===== src/rtl/video_timing_gen.sv =====
`default_nettype none
// ============================================================================
//  Module      : video_timing_gen
//  Description : Parametrised raster timing generator. Walks a pixel/line
//                raster (active, front porch, sync, back porch) one pixel per
//                qualified pixel strobe. Decodes sync, data-enable and pixel
//                coordinates, and emits line/animate/frame-end strobes plus a
//                free-running completed-frame counter.
//  Ports       :
//    i_clk        base clock
//    i_rst        synchronous active-high reset
//    i_pix_stb    pixel-clock strobe, one raster advance per asserted cycle
//    i_paused     freezes counters and suppresses strobes
//    o_hs/o_vs    horizontal/vertical sync, asserted level per HS_POL/VS_POL
//    o_de         high in the active region; o_blanking is its complement
//    o_x/o_y      active pixel column/row (held at edge values in blanking)
//    o_line_end   one-cycle pulse on the last pixel of each line
//    o_animate    one-cycle pulse on the last pixel of line ANIM_LINE
//    o_screenend  one-cycle pulse on the last pixel of the frame
//    o_frame      completed-frame count (wraps modulo 2^FRAME_W)
//  Revision    : 1.0 - initial release
// ============================================================================
module video_timing_gen #(
  parameter int H_ACTIVE  = 640,
  parameter int H_FP      = 16,
  parameter int H_SYNC    = 96,
  parameter int H_BP      = 48,
  parameter int V_ACTIVE  = 480,
  parameter int V_FP      = 10,
  parameter int V_SYNC    = 2,
  parameter int V_BP      = 33,
  parameter int HS_POL    = 0,
  parameter int VS_POL    = 0,
  parameter int ANIM_LINE = V_ACTIVE - 1,
  parameter int X_W       = 10,
  parameter int Y_W       = 9,
  parameter int FRAME_W   = 16
) (
  input  logic               i_clk,
  input  logic               i_rst,
  input  logic               i_pix_stb,
  input  logic               i_paused,
  output logic               o_hs,
  output logic               o_vs,
  output logic               o_de,
  output logic               o_blanking,
  output logic [X_W-1:0]     o_x,
  output logic [Y_W-1:0]     o_y,
  output logic               o_line_end,
  output logic               o_animate,
  output logic               o_screenend,
  output logic [FRAME_W-1:0] o_frame
);

  localparam int H_TOTAL = H_ACTIVE + H_FP + H_SYNC + H_BP;
  localparam int V_TOTAL = V_ACTIVE + V_FP + V_SYNC + V_BP;
  localparam int HC_W    = $clog2(H_TOTAL);
  localparam int VC_W    = $clog2(V_TOTAL);

  // Every boundary below is strictly less than its TOTAL (each porch/sync is
  // at least one), so all of them fit in the counter width without wrapping.
  localparam logic [HC_W-1:0] c_H_ACT    = HC_W'(H_ACTIVE);
  localparam logic [HC_W-1:0] c_HS_BEG   = HC_W'(H_ACTIVE + H_FP);
  localparam logic [HC_W-1:0] c_HS_END   = HC_W'(H_ACTIVE + H_FP + H_SYNC);
  localparam logic [HC_W-1:0] c_H_LAST   = HC_W'(H_TOTAL - 1);
  localparam logic [VC_W-1:0] c_V_ACT    = VC_W'(V_ACTIVE);
  localparam logic [VC_W-1:0] c_VS_BEG   = VC_W'(V_ACTIVE + V_FP);
  localparam logic [VC_W-1:0] c_VS_END   = VC_W'(V_ACTIVE + V_FP + V_SYNC);
  localparam logic [VC_W-1:0] c_V_LAST   = VC_W'(V_TOTAL - 1);
  localparam logic [VC_W-1:0] c_V_ANIM   = VC_W'(ANIM_LINE);
  localparam logic [Y_W-1:0]  c_Y_LAST   = Y_W'(V_ACTIVE - 1);
  localparam logic            c_HS_ON    = (HS_POL != 0);
  localparam logic            c_VS_ON    = (VS_POL != 0);

  // Reject malformed modes at elaboration rather than producing a raster
  // with zero-length regions or an unreachable animate line.
  if (H_ACTIVE < 1 || H_FP < 1 || H_SYNC < 1 || H_BP < 1 ||
      V_ACTIVE < 1 || V_FP < 1 || V_SYNC < 1 || V_BP < 1 ||
      ANIM_LINE < 0 || ANIM_LINE >= V_TOTAL) begin : g_bad_params
    $error("video_timing_gen: illegal timing parameters");
  end

  logic [HC_W-1:0]    r_h;
  logic [VC_W-1:0]    r_v;
  logic [FRAME_W-1:0] r_frame;

  logic w_adv;
  logic w_h_last;
  logic w_v_last;
  logic w_h_act;
  logic w_v_act;

  assign w_adv    = i_pix_stb & ~i_paused;
  assign w_h_last = (r_h == c_H_LAST);
  assign w_v_last = (r_v == c_V_LAST);
  assign w_h_act  = (r_h < c_H_ACT);
  assign w_v_act  = (r_v < c_V_ACT);

  always_ff @(posedge i_clk) begin
    if (i_rst) begin
      r_h     <= '0;
      r_v     <= '0;
      r_frame <= '0;
    end else if (w_adv) begin
      if (w_h_last) begin
        r_h <= '0;
        if (w_v_last) begin
          r_v     <= '0;
          r_frame <= r_frame + FRAME_W'(1);
        end else begin
          r_v <= r_v + VC_W'(1);
        end
      end else begin
        r_h <= r_h + HC_W'(1);
      end
    end
  end

  // Level outputs decode the registered counters directly.
  assign o_hs       = ((r_h >= c_HS_BEG) && (r_h < c_HS_END)) ? c_HS_ON : ~c_HS_ON;
  assign o_vs       = ((r_v >= c_VS_BEG) && (r_v < c_VS_END)) ? c_VS_ON : ~c_VS_ON;
  assign o_de       = w_h_act & w_v_act;
  assign o_blanking = ~o_de;
  // Coordinates are truncated or zero-extended to the port width.
  assign o_x        = w_h_act ? X_W'(r_h) : '0;
  assign o_y        = w_v_act ? Y_W'(r_v) : c_Y_LAST;

  // Strobes are gated by the advance so a held pixel strobe still yields a
  // single-cycle pulse per event.
  assign o_line_end  = w_adv & w_h_last;
  assign o_animate   = o_line_end & (r_v == c_V_ANIM);
  assign o_screenend = o_line_end & w_v_last;
  assign o_frame     = r_frame;

endmodule
`default_nettype wire


===== config.mk =====
export PLATFORM = sky130hd
export DESIGN_NAME = video_timing_gen
export DESIGN_NICKNAME = d
export VERILOG_FILES = /design/src/rtl/video_timing_gen.sv
export SDC_FILE = /design/constraint.sdc
export NUM_CORES = 1
export LEC_CHECK = 0
export CORE_MARGIN = 5
export CORE_UTILIZATION = 54
export CTS_CLUSTER_SIZE = 14
export DETAILED_ROUTE_END_ITERATION = 16
export GPL_TIMING_DRIVEN = 0
export PLACE_DENSITY = 0.86
export SLEW_MARGIN = 20
export SYNTH_ARGS = -nofsm -noshare
export SYNTH_HDL_FRONTEND = slang
export SYNTH_SLANG_ARGS = --single-unit

===== constraint.sdc =====
create_clock -name i_clk -period 4 [get_ports i_clk]
set_input_delay 0.8 -clock i_clk [delete_from_list [all_inputs] [get_ports i_clk]]
set_output_delay 0.8 -clock i_clk [all_outputs]
set_load 0.03 [all_outputs]

# Yosys cells after proc, flatten, opt, wreduce, memory -nomap -nowiden
# Index checks and enable logic that the tools add are counted.
dict set report classes {
  n_reduce_logical 4
  n_lt_le_gt_ge 6
  muxes 6
  n_bitwise 7
  eq_ne 3
  add_sub_neg 3
}
# cell n
set op_table {}
lappend op_table {{2-to-1 mux 10 bit} 3}
lappend op_table {{adder 10 x 1 -> 10 bit, second input constant} 2}
lappend op_table {{== test 10 bit, second input constant} 2}
lappend op_table {{less-than comparator 10 bit, second input constant} 2}
lappend op_table {{less-than comparator 10 x 9 -> 1 bit, second input constant} 2}
lappend op_table {{adder 16 x 1 -> 16 bit, second input constant} 1}
lappend op_table {{== test 10 x 9 -> 1 bit, second input constant} 1}
lappend op_table {{greater-or-equal comparator 10 bit, second input constant} 1}
lappend op_table {{greater-or-equal comparator 10 x 9 -> 1 bit, second input constant} 1}
lappend op_table {{2-to-1 mux 9 bit} 1}
lappend op_table {{AND 1 bit} 5}
lappend op_table {{AND reduction 3 bit} 1}
lappend op_table {{logical AND 1 bit} 2}
lappend op_table {{2-to-1 mux 1 bit} 2}
lappend op_table {{NOT 1 bit} 2}
lappend op_table {{AND reduction 2 bit} 1}
dict set report totals {
  word_cells 32
  in_bits 4
  out_inout_bits 42
  register_bits 36
}

# Longest topological paths before layout
dict set report logic_depth {
  ltp_word 4
  ltp_mapped 9
  ltp_nobuf 7
}

# Least setup slack after synthesis
# No wires, ideal clock.
dict set report synth_timing {
  path_type {input to output}
  from {input port i_paused}
  to {output port o_animate}
  setup_slack_ps 699
  arrival_ps 2501
  path_buffers 2
  t_required_ps 3200
  cell_stages 5
  path_cell_list {and4b_1 -> buf_2 -> nand4_2 -> buf_2 -> nor4_1}
}
dict set report synth_between {
  elab_chain_len 4
}
# element line_no
set synth_rtl {}
lappend synth_rtl {{from (decl)} 42} ;# input logic i_paused,
lappend synth_rtl {{NOT 1 bit} 93} ;# assign w_adv = i_pix_stb & ~i_paused;
lappend synth_rtl {{AND 1 bit} 93}
lappend synth_rtl {{AND 1 bit} 130} ;# assign o_line_end = w_adv & w_h_last;
lappend synth_rtl {{AND 1 bit} 131} ;# assign o_animate = o_line_end & (r_v == c_V_ANIM);
lappend synth_rtl {{to (decl)} 50} ;# output logic o_animate,
# No other way between the ends.

# Final worst setup path
dict set report layout_timing {
  from {input port i_paused}
  to {output port o_screenend}
}
dict set report layout_between {
  elab_chain_len 4
}
# element line_no
set layout_rtl {}
lappend layout_rtl {{NOT 1 bit} 93}
lappend layout_rtl {{AND 1 bit} 93}
lappend layout_rtl {{AND 1 bit} 130}
lappend layout_rtl {{AND 1 bit} 132} ;# assign o_screenend = o_line_end & w_v_last;
lappend layout_rtl {{to (decl)} 51} ;# output logic o_screenend,
# No other way between the ends.

==> reports/results.ini <==
[clock_tree]
cts-root-buf=clkbuf_8
htreeDepth=2
cts_setup_buffers=0
cts-resized-gates=0
cts_buffer_depth=2
cts_tree=built
insertion_delay_ps=290
clk_pin_slew_worst_paths_ps=80
postCtsHoldBufs=0
cts_buffers=5
clkSinkCount=36

[drt]
drc_errors=0
highest_layer=met4
via_per_inst=5.36
ant_nets=0
wl_met1_um=2170
vias=1904
wl_met3_um=271
wire_per_inst_um=13.4
drt_iter0_drc=115
wl_um=4750
dr_wl_met2_um=2260
drt-pass1-iter-count=4

[hold_path]
min-delay-start=o_frame[1]
hold_depth=2
hp-class=reg -> reg
min_to=o_frame[1]

[final_layout]
diodes=0
synthToLayoutAreaGrowth_pct=29.6
fill_cells=291
nets=315
drive_gt1_frac=0.107

[critical_path]
required_ps=3200
timing.rr.end=o_frame[4]
rrSetupSlack_ps=1940
slowest_delay_ps=680
reg2reg_depth=8
start_kind=input port
crit_fanout=10
timing.rr.start=r_h[0]
path_cells=clkdlybuf4s50_1 -> and4b_1 -> buf_2 -> nand4_2 -> buf_2 -> nor2_1 -> clkdlybuf4s50_1
crit_path_top_delay_cell=clkdlybuf4s50_1
cp.arrival_ps=2910
crit_type=in -> out
end_kind=output port

[logic_synthesis]
yosysSeqAreaShare=0.342
async_flop_share=0
synth_commonest_cells=nor2_1 (39), dfxtp_1 (36), nand2_1 (25)
ys_top_cells_by_area=dfxtp_1 (34%), xnor2_1 (7.5%), nor2_1 (7.0%)
synth_edf_count=0
avgSynthCellArea_sq_um=8.29
synth_cells=254
synth.distinct_cells=40
ys_ff_latch=36
syn-num-nets=263
synth-warning-count=0
synth_most_common_cell=nor2_1
synth_top_area_share=0.342
netlist_area_sq_um=2110
yosysTopAreaCell=dfxtp_1
yosys_most_used_dff=dfxtp_1

[power]
peakVddDrop_mv=0.200
switching_share=0.215
power_density_nw_per_um2=258
power_frac_seq=0.512
combinationalPowerShare=0.033
p_int_uw=553
clkPwrFrac=0.455
p_leak_uw=0.00109
switching_power_uw=151

[placement]
io_buffers=45
hpwl_um=3430
finalWeightedCongestion=0.851
dpl_worst_slack_ps=28.9

[floorplan]
placementRows=22
start_util=0.567
coreArea_sq_um=3720
die-area_sq_um=5250
io_pins=46
fp.dieW_um=72.4
die_h_um=72.4

[outcome]
outcome=finished clean

[timing]
slew_viol_final=0
fmax_mhz=270
finClkSkew_ps=10.9
relSlewSlack=0.498
post-route-min-period_ps=3710
rsz0062_at_grt=no
layout_setup_ws_ps=292
period_share=0.927
worst_pin_slew_ps=746
setup-violations-final=0
finalHoldViolCount=0
setup_tns_ps=0

[global_route]
grt_use_total=0.195
antenna_found_initial=0
grt_max_degree=13
grt_pass1_vias=1838
grt_overflow=0
grt_pass1_wl_um=8220

[flow_run]
drv_cap=0

final cells by class:
class	instances	area, sq um	area share
clock inverters	3	42.5	0.0156
inverters	11	41.3	0.0151
clock buffers	5	68.8	0.0252
well taps	48	60.1	0.0220
flip-flops and latches	36	721	0.264
plain buffers	15	78.8	0.0289
repair buffers	45	453	0.166
multi-input cells	192	1260	0.463
sequential cells by signal (all words and copies together), names as in the netlist:
signal and count:
r_h 10, o_frame 16, r_v 10
kinds of logic after synthesis:
family	synth area share
DFF	0.342
adders and majority gates	0.0297
AOI/OAI and AO/OA	0.0309
muxes	0.0160
buffers and inverters	0.0570
xor gates and xnor gates	0.108
and+or+nand+nor	0.416
per-layer routing:
metal	up-vias	track usage
li1	959	-
met1	885	0.258
met2	56	0.323
met3	4	0.0374
met4	0	0.0553
met5	-	0
critical path, delay by kind of cell:
family | cells | cell delay (ps)
AND/OR/NAND/NOR | 3 | 560
buffers and inverters | 4 | 1540
how the worst max path moves through the flow:
| stage | start | to | slack [ps] | cells after the start |
|---|---|---|---|---|
| 2_1_floorplan | i_paused | o_animate | 700 | 5 |
| 3_3_place_gp | i_paused | o_animate | 80 | 7 |
| 3_5_place_dp | i_paused | o_animate | 30 | 7 |
| 4_1_cts | i_paused | o_animate | 30 | 7 |
| 5_1_grt | i_paused | o_screenend | 200 | 7 |
| 6_report | i_paused | o_screenend | 290 | 7 |
per-stage QoR:
step,total power (uW),utilization,std cells,hold slack [ps],instance area [sq um]
floorplan,383,-,254,486,2110
global placement,392,0.704,347,504,2620
detailed placement,393,0.704,347,504,2620
CTS,708,0.734,355,514,2730
global route,730,0.735,355,542,2730
finish,705,0.735,355,508,2730
power by group through the flow:
stage          combinational (uW)  clock (uW)  sequential (uW)
2_1_floorplan                13.8           0              369
3_3_place_gp                 23.0           0              369
3_5_place_dp                 23.4           0              369
4_1_cts                      23.5         324              361
5_1_grt                      26.2         343              361
6_report                     23.4         320              361
cell usage in the layout, fill, tap and decap left out, drive strengths merged, types with 4 or more instances in the layout:
cell,netlist,routed
nor3,9,9
nor2b,9,9
nand2b,4,4
xor2,8,8
clkbuf,5,10
nand4,10,10
nor2,39,39
nor4,9,9
xnor2,18,18
and4,5,5
buf,10,10
inv,11,11
a21oi,5,5
or3,4,4
clkdlybuf4s50,0,44
ha,5,5
dfxtp,36,36
and2,9,9
nand2,25,25
nand3,14,14
No activity file was read; power rests on OpenSTA's default activity.
